===== src/rtl/alu_pkg.sv =====
// alu_pkg: function codes and FSM states shared by the multicycle ALU
package alu_pkg;
  typedef enum logic [2:0] {
    AND_F  = 3'b000,
    OR_F   = 3'b001,
    ADD_F  = 3'b010,
    MUL_F  = 3'b011,
    RSV4_F = 3'b100,
    RSV5_F = 3'b101,
    SUB_F  = 3'b110,
    SLT_F  = 3'b111
  } alufn_t;
  typedef enum logic [1:0] {
    IDLE = 2'd0,
    BUSY = 2'd1,
    DONE = 2'd2
  } state_t;
endpackage


===== src/rtl/alu_core.sv =====
// alu_core: combinational datapath for logic ops, add/sub and overflow-corrected signed SLT
module alu_core
  import alu_pkg::*;
#(
  parameter int WIDTH = 32
) (
  input  logic [WIDTH-1:0] a,
  input  logic [WIDTH-1:0] b,
  input  logic [2:0]       f,
  output logic [WIDTH-1:0] y,
  output logic             cout,
  output logic             ovf,
  output logic             zero
);
  logic             sub, arith, c, v;
  logic [WIDTH-1:0] bb, s;
  assign sub   = f == SUB_F || f == SLT_F;
  assign arith = f == ADD_F || f == SUB_F;
  assign bb    = sub ? ~b : b;
  assign {c, s} = {1'b0, a} + {1'b0, bb} + {{WIDTH{1'b0}}, sub};
  assign v     = (a[WIDTH-1] == bb[WIDTH-1]) && (s[WIDTH-1] != a[WIDTH-1]);
  // reserved codes (and MUL when the multiplier is absent) fall through to zero
  assign y = f == AND_F ? a & b :
             f == OR_F  ? a | b :
             arith      ? s :
             f == SLT_F ? {{(WIDTH-1){1'b0}}, s[WIDTH-1] ^ v} : '0;
  assign cout = arith & c;
  assign ovf  = arith & v;
  assign zero = y == '0;
endmodule


===== src/rtl/alu_mc.sv =====
// alu_mc: handshaked registered ALU; define ALU_MUL_EN to add the WIDTH-cycle shift-add MUL
module alu_mc
  import alu_pkg::*;
#(
  parameter int WIDTH = 32
) (
  input  logic             clk,
  input  logic             reset,
  input  logic             in_valid,
  output logic             in_ready,
  input  logic [WIDTH-1:0] a,
  input  logic [WIDTH-1:0] b,
  input  logic [2:0]       f,
  output logic             out_valid,
  input  logic             out_ready,
  output logic [WIDTH-1:0] y,
  output logic             cout,
  output logic             ovf,
  output logic             zero
);
  state_t           state;
  logic [WIDTH-1:0] cy;
  logic             cc, cv, cz;
  alu_core #(.WIDTH(WIDTH)) u_core (.a(a), .b(b), .f(f), .y(cy), .cout(cc), .ovf(cv), .zero(cz));
  assign in_ready  = !reset && state == IDLE;
  assign out_valid = state == DONE;
`ifdef ALU_MUL_EN
  localparam int CW = $clog2(WIDTH);
  logic [WIDTH-1:0] mcand, mplier, acc, nacc;
  logic [CW-1:0]    cnt;
  assign nacc = acc + (mplier[0] ? mcand : '0);
  always_ff @(posedge clk or posedge reset) begin
    if (reset) begin
      mcand  <= '0;
      mplier <= '0;
      acc    <= '0;
      cnt    <= '0;
    end else if (state == IDLE && in_valid && f == MUL_F) begin
      mcand  <= a;
      mplier <= b;
      acc    <= '0;
      cnt    <= '0;
    end else if (state == BUSY) begin
      mcand  <= mcand << 1;
      mplier <= mplier >> 1;
      acc    <= nacc;
      cnt    <= cnt + 1'b1;
    end
  end
`endif
  always_ff @(posedge clk or posedge reset) begin
    if (reset) begin
      state <= IDLE;
      y     <= '0;
      cout  <= 1'b0;
      ovf   <= 1'b0;
      zero  <= 1'b0;
    end else begin
      case (state)
        IDLE: if (in_valid) begin
`ifdef ALU_MUL_EN
          if (f == MUL_F) state <= BUSY;
          else begin
`else
          begin
`endif
            y     <= cy;
            cout  <= cc;
            ovf   <= cv;
            zero  <= cz;
            state <= DONE;
          end
        end
`ifdef ALU_MUL_EN
        // the last shift-add step is folded into the latched result
        BUSY: if (cnt == CW'(WIDTH - 1)) begin
          y     <= nacc;
          cout  <= 1'b0;
          ovf   <= 1'b0;
          zero  <= nacc == '0;
          state <= DONE;
        end
`endif
        DONE: if (out_ready) state <= IDLE;
        default: state <= IDLE;
      endcase
    end
  end
endmodule


===== config.mk =====
export PLATFORM = sky130hd
export DESIGN_NAME = alu_mc
export DESIGN_NICKNAME = d
export VERILOG_FILES = /design/src/rtl/alu_pkg.sv /design/src/rtl/alu_core.sv /design/src/rtl/alu_mc.sv
export SDC_FILE = /design/constraint.sdc
export NUM_CORES = 1
export LEC_CHECK = 0
export BUFFER_PORTS_ARGS = -buffer_cell sky130_fd_sc_hd__buf_2
export CORE_MARGIN = 5
export CORE_UTILIZATION = 56
export CTS_CLUSTER_SIZE = 28
export DETAILED_ROUTE_END_ITERATION = 7
export MAX_ROUTING_LAYER = met4
export PLACE_DENSITY = 0.83
export SLEW_MARGIN = 20
export SYNTH_ARGS = -nofsm -noshare
export SYNTH_HDL_FRONTEND = slang
export SYNTH_SLANG_ARGS = --single-unit
export TNS_END_PERCENT = 30

===== constraint.sdc =====
create_clock -name clk -period 2.6 [get_ports clk]
set_input_delay 0.52 -clock clk [delete_from_list [all_inputs] [get_ports clk]]
set_output_delay 0.52 -clock clk [all_outputs]
set_load 0.05 [all_outputs]

==> results of run 1 <==
==> through the flow <==
stage               setup TNS (ns)  utilization, %
CTS                          -9.13            94.3
detailed placement          -25.25            83.1
global placement            -22.69            83.1
floorplan                    -9.41               -
==> logic make-up after synthesis <==
| group | Yosys count | share of synthesized area [%] |
|---|---|---|
| AO/OA/AOI/OAI | 191 | 27.7 |
| AND/OR/NAND/NOR | 185 | 20.3 |
| adder cells (fa/ha/maj) | 57 | 14.8 |
| buffers and inverters | 48 | 4.26 |
| XOR/XNOR | 43 | 8.38 |
| flip-flops | 36 | 20.1 |
| multiplexers | 19 | 4.57 |
==> synthesized netlist by cell type (all sizes together) (7+ instances only) <==
cell type,count
mux2i,7
or3,8
o21a,8
o31ai,9
inv,20
o21ai,53
nor4,7
nor3,18
maj3,22
xor2,8
a31oi,7
a21o,10
nand3,12
nor2,32
a21oi,49
dfrtp,36
mux2,12
buf,11
ha,34
xnor2,35
nand2,67
clkbuf,17
nand2b,8
nand4,9
==> what timing repair did <==
action,CTS
setup endpoints to repair,28
gates resized for setup,116
pin swaps,46
gates cloned,1
setup buffers,29
hold buffers,0
==> impl_metrics.json, run 1 <==
{
  "cell_variety_after_synth": 69,
  "postSynth.topFlopCell": "sky130_fd_sc_hd__dfrtp_1",
  "placement_rows": 32,
  "dieHeight_um": 99.6,
  "ctsLongestPathBuffers": 2,
  "synth_edf_count": 0,
  "cts-htree-levels": 2,
  "detailedPlacementHpwl_um": 14300,
  "number_of_i_o_pins": 108,
  "post_synth_arst_share_pct": 100,
  "synth-seq-area-share_pct": 20.1,
  "numCtsBuffers": 5,
  "die_width_um": 99.6,
  "yosys-top-cells-area": "sky130_fd_sc_hd__dfrtp_1 (20%), sky130_fd_sc_hd__ha_1 (9.5%), sky130_fd_sc_hd__xnor2_1 (6.8%), sky130_fd_sc_hd__nand2_1 (5.6%), sky130_fd_sc_hd__o21ai_0 (5.6%)",
  "run_status": "stopped before the end",
  "place_inst": 942,
  "flow.first_error": "[ERROR DPL-0038] Utilization greater than 100%, impossible to legalize",
  "ctsRootBufferMaster": "sky130_fd_sc_hd__clkbuf_8",
  "initial_core_util_pct": 57.8,
  "synth_seq_cells": 36,
  "post_syn_area_um2": 4490,
  "postSynthAreaPerCell_um2": 7.76,
  "clock_sink_count": 36,
  "synth_largest_type_area_fraction_pct": 20.1,
  "last-stage-reached": "5_1_grt",
  "gp_routability_congestion": 1.12,
  "timing.grt.repair.worst_endpoint": "zero$_DFFE_PP0P_/D",
  "synth_cells": 579,
  "synth_warnings": 0,
  "endpoint_type": "sequential cell input",
  "detailedPlace.worstSlack_ns": -1.63,
  "net_count_after_synthesis": 685,
  "pin_count_of_the_biggest_net_entering_global_routing": 58,
  "postPlaceCellArea_um2": 6460,
  "post-synth-top-area-cell": "sky130_fd_sc_hd__dfrtp_1",
  "buffers_on_ports": 107
}
==> run 2, diff against run 1 <==
--- a/config.mk
+++ b/config.mk
@@ -7,11 +7,9 @@
 export LEC_CHECK = 0
 export BUFFER_PORTS_ARGS = -buffer_cell sky130_fd_sc_hd__buf_2
 export CORE_MARGIN = 5
-export CORE_UTILIZATION = 56
-export CTS_CLUSTER_SIZE = 28
+export CORE_UTILIZATION = 40
 export DETAILED_ROUTE_END_ITERATION = 7
-export MAX_ROUTING_LAYER = met4
-export PLACE_DENSITY = 0.83
+export PLACE_DENSITY_LB_ADDON = 0.15
 export SLEW_MARGIN = 20
 export SYNTH_ARGS = -nofsm -noshare
 export SYNTH_HDL_FRONTEND = slang
==> impl_metrics.json, run 2 <==
{
  "worstMarginPinSlew_ns": 0.570,
  "cell_variety_after_synth": 69,
  "static_leakage_power_uw": 0.00360,
  "crit_path_max_fanout": 8,
  "timing.final.setup_violations": 24,
  "initial_core_util_pct": 41.1,
  "syn2layout_area_growth_pct": 67.6,
  "ctsRootBufferMaster": "sky130_fd_sc_hd__clkbuf_16",
  "synth-seq-area-share_pct": 20.1,
  "postLayoutSetupSlackWorst_ns": -0.850,
  "postSynthAreaPerCell_um2": 7.76,
  "post-synth-top-area-cell": "sky130_fd_sc_hd__dfrtp_1",
  "timing_max_transition_violations_final": 0,
  "hold_buffers": 0,
  "critical_path.max_stage_delay_ns": 0.31,
  "post_synth_arst_share_pct": 100,
  "routed_wl_um": 18200,
  "crit_path_cell_trace": "buf_8 > nand2_8 > buf_12 > buf_4 > buf_4 > xnor2_2 > ha_1 > buf_6 > a21o_1 > a21o_1 > a21oi_2 > o21a_1 > o21ai_1 > a211o_1 > buf_4 > nor4_1 > or4_4 > nand2_1 > o31ai_2",
  "finalCriticalPeriod_ns": 3.45,
  "cts-htree-levels": 2,
  "nets": 992,
  "power_uw": 4050,
  "via_count": 5765,
  "min_path_type": "in2async",
  "synth_largest_type_area_fraction_pct": 20.1,
  "detailedPlace.worstSlack_ns": -1.66,
  "buffers_on_ports": 107,
  "run_status": "finished, violations left",
  "final_core_utilization_pct": 68.9,
  "global_route.overflow_total": 0,
  "initialDrtViolationCount": 262,
  "detailedPlacementHpwl_um": 14200,
  "gp_routability_congestion": 0.980,
  "worst_path_arrival_ns": 3.64,
  "wire_length_of_the_first_global_routing_pass_um": 28400,
  "die_width_um": 116,
  "final_design_area_no_fill_um2": 7530,
  "antenna_found_initial": 0,
  "largest_reg_flops": 32,
  "clock_skew_ns": 0.00565,
  "clock.fmax_mhz": 290,
  "largest_register": "y",
  "timing.setup.critical_path_class": "in2reg",
  "mostFrequentLayoutCell": "sky130_fd_sc_hd__buf_4",
  "antennaDiodeCount": 0,
  "viasPerCell": 5.62,
  "synth_warnings": 0,
  "first_global_vias": 5948,
  "core_um2": 10900,
  "worst_r2r_path_depth": 12,
  "synth_cells": 579,
  "mostFrequentLayoutCells": "sky130_fd_sc_hd__buf_4 (214), sky130_fd_sc_hd__buf_2 (105), sky130_fd_sc_hd__nand2_1 (62)",
  "net_count_after_synthesis": 685,
  "post_synth_most_frequent_cells": "sky130_fd_sc_hd__nand2_1 (67), sky130_fd_sc_hd__o21ai_0 (50), sky130_fd_sc_hd__a21oi_1 (48)",
  "end_kind": "flip-flop",
  "route.detailed.wl_per_inst_um": 17.7,
  "route.antenna.remaining_nets": 0,
  "master_of_the_slowest_instance_on_the_critical_path": "sky130_fd_sc_hd__ha_1",
  "slew_headroom_pct": 62.0,
  "setup_repair_after_global_routing_missed_its_margin": "true",
  "placement_rows": 38,
  "clock_sink_count": 36,
  "synth.most_common_cell": "sky130_fd_sc_hd__nand2_1",
  "ctsLongestPathBuffers": 2,
  "postPlaceCellArea_um2": 6640,
  "violations_in_the_final_reports": "setup timing",
  "numCtsBuffers": 5,
  "cp_data_required_time_ns": 2.79,
  "finalHoldViolCount": 0,
  "post_syn_area_um2": 4490,
  "drt_drc_violations_left": 0,
  "synth_edf_count": 0,
  "synth_seq_cells": 36,
  "number_of_i_o_pins": 108,
  "timing.final.crit_share_pct": 133,
  "ir_drop_v": 0.000450,
  "clk_pin_slew_worst_paths_ns": 0.06,
  "detail_route.first_pass.iterations": 5,
  "drive_above_1_share_pct": 50.2,
  "dieHeight_um": 116,
  "area_enclosed_by_the_die_boundary_um2": 13500,
  "pin_count_of_the_biggest_net_entering_global_routing": 58,
  "clkLatencyLatePin_ns": 0.28,
  "cts_tree": "done",
  "timing.critical_path.mode_cell": "sky130_fd_sc_hd__buf_4",
  "max_cap_viol_count": 0,
  "yosys-top-cells-area": "sky130_fd_sc_hd__dfrtp_1 (20%), sky130_fd_sc_hd__ha_1 (9.5%), sky130_fd_sc_hd__xnor2_1 (6.8%), sky130_fd_sc_hd__nand2_1 (5.6%), sky130_fd_sc_hd__o21ai_0 (5.6%)",
  "global_routing_usage_summed_across_all_routing_layers_pct": 26.4,
  "postSynth.topFlopCell": "sky130_fd_sc_hd__dfrtp_1",
  "power_per_cell_area_nw_per_um2": 538,
  "worstSetupStartpointType": "input port"
}
## run 2: final cells by class
type | count | area (µm²)
Multi-Input combinational cell | 495 | 3970
Fill cell | 940 | 3400
Timing Repair Buffer | 328 | 2260
Sequential cell | 36 | 901
Tap cell | 140 | 175
Clock buffer | 7 | 153
Inverter | 20 | 75.1
## run 2: metrics by stage
stage,TNS (ns),std cells,hold slack [ns]
after floorplan,-9.41,579,0.616
after CTS,-9.62,1014,0.397
after global placement,-21.44,998,0.461
after detailed placement,-22.62,998,0.466
after global routing,-13.45,1026,0.417
final,-10.01,1026,0.376
## run 2: timing repair
item / CTS / global route
pin swaps: 28 / 25
gates resized for setup: 76 / 52
setup buffers: 11 / 12
endpoints found under the setup margin: 28 / 28
## run 2: critical path, delay by kind of cell
family | cells | cell delay (ns)
xor+xnor | 1 | 0.13
compound gates | 7 | 1.30
buf+inv | 6 | 0.86
fa+ha+maj | 1 | 0.31
simple gates | 4 | 0.53
## run 2: kinds of logic (layout without fill, tap and decap cells)
family,count (synthesis),in the layout,synth area share [%]
xor+xnor,43,43,8.38
fa+ha+maj,57,57,14.8
buf+inv,48,355,4.26
mux,19,19,4.57
compound gates,191,191,27.7
simple gates,185,185,20.3
flops,36,36,20.1
## run 2: report_power, final
group	internal, µW	total [µW]	switching [µW]
combinational	1130	2650	1530
clock	403	648	245
sequential	683	749	65.2
total	2210	4050	1840
## run 2: per-layer routing
metal | global-route usage (%) | share of wire (%) | vias to the layer above
li1 | - | - | 2766
met1 | 31.6 | 41 | 2745
met2 | 47.6 | 50 | 195
met3 | 3.29 | 5.3 | 59
met4 | 10.3 | 4.1 | 0
met5 | 0 | 0 | -
## run 2: path summary, 6_finish.rpt
check | start | to | slack (ns)
max | f[2] | zero | -0.85
min | reset | ovf | 0.38
max reg2reg | state[1] | zero | -0.11
min reg2reg | y[27] | y[27] | 0.47
max in group asynchronous | reset | y[7] | 1.86
min in group clk | out_ready | state[1] | 0.41
No activity file was read; power rests on OpenSTA's default activity.
==> run 3, diff against run 2 <==
--- a/config.mk
+++ b/config.mk
@@ -5,6 +5,7 @@
 export SDC_FILE = /design/constraint.sdc
 export NUM_CORES = 1
 export LEC_CHECK = 0
+export ABC_AREA = 1
 export BUFFER_PORTS_ARGS = -buffer_cell sky130_fd_sc_hd__buf_2
 export CORE_MARGIN = 5
 export CORE_UTILIZATION = 40
==> impl_metrics.json, run 3 <==
{
  "run_status": "finished, violations left",
  "clock.fmax_mhz": 358,
  "drive_above_1_share_pct": 49.4,
  "clock_skew_ns": 0.00187,
  "max_cap_viol_count": 0,
  "violations_in_the_final_reports": "setup timing",
  "stdcell_count": 1292,
  "dieHeight_um": 120,
  "gp_routability_congestion": 0.910,
  "route.antenna.remaining_nets": 0,
  "cts_tree": "done",
  "mostFrequentLayoutCells": "sky130_fd_sc_hd__nand2_1 (222), sky130_fd_sc_hd__buf_4 (204), sky130_fd_sc_hd__buf_2 (105)",
  "drt_drc_violations_left": 0,
  "largest_register": "y",
  "clock_sink_count": 36,
  "placement_rows": 40,
  "yosys-top-cells-area": "sky130_fd_sc_hd__nand2_1 (23%), sky130_fd_sc_hd__dfrtp_1 (19%), sky130_fd_sc_hd__nand3_1 (10%), sky130_fd_sc_hd__ha_1 (8.8%), sky130_fd_sc_hd__inv_1 (7.8%)",
  "viasPerCell": 5.20,
  "buffers_on_ports": 107,
  "numCtsBuffers": 5,
  "core_um2": 11900,
  "post_synth_most_frequent_cells": "sky130_fd_sc_hd__nand2_1 (293), sky130_fd_sc_hd__inv_1 (101), sky130_fd_sc_hd__nand3_1 (98)",
  "syn2layout_area_growth_pct": 78.2,
  "ctsLongestPathBuffers": 2,
  "pin_count_of_the_biggest_net_entering_global_routing": 47,
  "timing.final.crit_share_pct": 107,
  "detail_route.first_pass.iterations": 5,
  "synth_largest_type_area_fraction_pct": 22.8,
  "hold-worst-slack_ns": 0.341,
  "static_leakage_power_uw": 0.00459,
  "route.detailed.wl_per_inst_um": 15.9,
  "nets": 1250,
  "antenna_found_initial": 0,
  "routed_wl_um": 20600,
  "global_routing_usage_summed_across_all_routing_layers_pct": 26.3,
  "largest_reg_flops": 32,
  "cell_variety_after_synth": 39,
  "postSynth.topFlopCell": "sky130_fd_sc_hd__dfrtp_1",
  "place_inst": 1252,
  "synth_seq_cells": 36,
  "slew_headroom_pct": 69.9,
  "power_uw": 4260,
  "synth.most_common_cell": "sky130_fd_sc_hd__nand2_1",
  "initial_core_util_pct": 40.6,
  "initialDrtViolationCount": 479,
  "synth_cells": 831,
  "worstSetupStartpointType": "input port",
  "antennaDiodeCount": 0,
  "hold_buffers": 0,
  "net_count_after_synthesis": 937,
  "crit_path_max_fanout": 7,
  "die_width_um": 120,
  "post-synth-top-area-cell": "sky130_fd_sc_hd__nand2_1",
  "postSynthAreaPerCell_um2": 5.81,
  "via_count": 6715,
  "cp_data_required_time_ns": 2.78,
  "worst_path_arrival_ns": 2.97,
  "number_of_i_o_pins": 108,
  "cts-htree-levels": 2,
  "wire_length_of_the_first_global_routing_pass_um": 30200,
  "detailedPlacementHpwl_um": 15600,
  "clk_pin_slew_worst_paths_ns": 0.05,
  "timing_max_transition_violations_final": 0,
  "finalHoldViolCount": 0,
  "synth_edf_count": 0,
  "post_synth_arst_share_pct": 100,
  "ctsRootBufferMaster": "sky130_fd_sc_hd__clkbuf_16",
  "synth-seq-area-share_pct": 18.6,
  "timing.final.setup_violations": 7,
  "clkLatencyLatePin_ns": 0.28,
  "power_per_cell_area_nw_per_um2": 495,
  "postLayoutSetupSlackWorst_ns": -0.190,
  "finalCriticalPeriod_ns": 2.79,
  "timing.setup.critical_path_class": "in2reg",
  "min_path_type": "in2async",
  "setup_repair_after_global_routing_missed_its_margin": "true",
  "global_route.overflow_total": 0,
  "first_global_vias": 6022,
  "post_syn_area_um2": 4830,
  "synth_warnings": 0,
  "area_enclosed_by_the_die_boundary_um2": 14400,
  "mostFrequentLayoutCell": "sky130_fd_sc_hd__nand2_1",
  "ir_drop_v": 0.000347,
  "end_kind": "flip-flop",
  "worstMarginPinSlew_ns": 0.447
}
[run 3: cell count changes in the layout (fill, tap and decap cells not counted), moves of 13 or more]
cell	change
sky130_fd_sc_hd__maj3_1	-22
sky130_fd_sc_hd__nand2_2	+64
sky130_fd_sc_hd__ha_4	+14
sky130_fd_sc_hd__nor2_4	+21
sky130_fd_sc_hd__inv_1	+69
sky130_fd_sc_hd__a21oi_1	-18
sky130_fd_sc_hd__nor2_2	+16
sky130_fd_sc_hd__nand3_1	+55
sky130_fd_sc_hd__nand3_2	+27
sky130_fd_sc_hd__nand2_1	+160
sky130_fd_sc_hd__xnor2_1	-16
sky130_fd_sc_hd__ha_1	-13
[run 3: cells by family (layout without fill, tap and decap cells)]
kind of cell               after synthesis  in the layout  synth area share (%)
AOI/OAI and AO/OA                      107            107                  12.7
and+or+nand+nor                        500            500                  44.2
buffers and inverters                  121            435                  9.51
xor gates and xnor gates                32             32                  5.80
DFF                                     36             36                  18.6
adders and majority gates               35             35                  9.22
[run 3: final timing paths]
kind | from | to | slack, ns | depth (start not counted)
max reg2reg | state[1] | zero | 0.91 | 13
max | f[2] | y[0] | -0.19 | 20
max in group asynchronous | reset | y[4] | 1.96 | 3
min in group clk | out_ready | state[1] | 0.44 | 2
min | reset | y[22] | 0.34 | 3
min reg2reg | y[23] | y[23] | 0.47 | 2
[run 3: area by class of cell]
type	count	area (µm²)
clock inverters	1	30.0
well taps	147	184
fillers	1008	3300
flip-flops and latches	36	901
clock buffers	7	153
inverters	102	385
repair buffers	325	2300
multi-input cells	674	4660
[run 3: repair_timing]
item | in CTS | in global routing
pin swaps | 52 | 122
gates cloned | 1 | 0
gates resized for setup | 107 | 205
buffers inserted | 14 | 17
endpoints found under the setup margin | 22 | 24
[run 3: report_power, final]
part / switching [µW] / internal (µW)
registers: 58.2 / 672
clock network: 222 / 504
logic: 1680 / 1130
[run 3: critical path, stage by stage]
cell	delay [ns]
sky130_fd_sc_hd__buf_8	0.09
sky130_fd_sc_hd__nand2_8	0.11
sky130_fd_sc_hd__buf_12	0.18
sky130_fd_sc_hd__xnor2_1	0.13
sky130_fd_sc_hd__ha_1	0.40
sky130_fd_sc_hd__nand2_2	0.14
sky130_fd_sc_hd__nor2_4	0.18
sky130_fd_sc_hd__inv_4	0.07
sky130_fd_sc_hd__nor2_4	0.12
sky130_fd_sc_hd__nand2_2	0.06
sky130_fd_sc_hd__nand2_2	0.07
sky130_fd_sc_hd__nand2_2	0.07
sky130_fd_sc_hd__nand2_2	0.09
sky130_fd_sc_hd__nand2_2	0.07
sky130_fd_sc_hd__nand2_2	0.06
sky130_fd_sc_hd__nand4_1	0.19
sky130_fd_sc_hd__buf_4	0.21
sky130_fd_sc_hd__buf_4	0.12
sky130_fd_sc_hd__nand2_2	0.04
sky130_fd_sc_hd__nand2_1	0.04
[run 3: metal layers]
metal / vias up / GRT usage [%] / wire length [µm]
li1: 3345 / - / -
met1: 3116 / 36.6 / 9140
met2: 223 / 43.1 / 9790
met4: 0 / 7.59 / 420
met3: 31 / 2.87 / 1220
met5: - / 0 / 0
[run 3: metrics by stage]
| stage | setup WS [ns] | TNS (ns) | cell area, µm² | util (%) |
|---|---|---|---|---|
| floorplan | 0.0193 | 0 | 4840 | - |
| global placement | -0.739 | -11.19 | 6900 | 57.9 |
| detailed placement | -0.685 | -11.27 | 6900 | 57.9 |
| CTS | -0.0671 | -0.104 | 7600 | 63.8 |
| global route | -0.291 | -2.28 | 8610 | 72.3 |
| finish | -0.190 | -0.573 | 8610 | 72.3 |
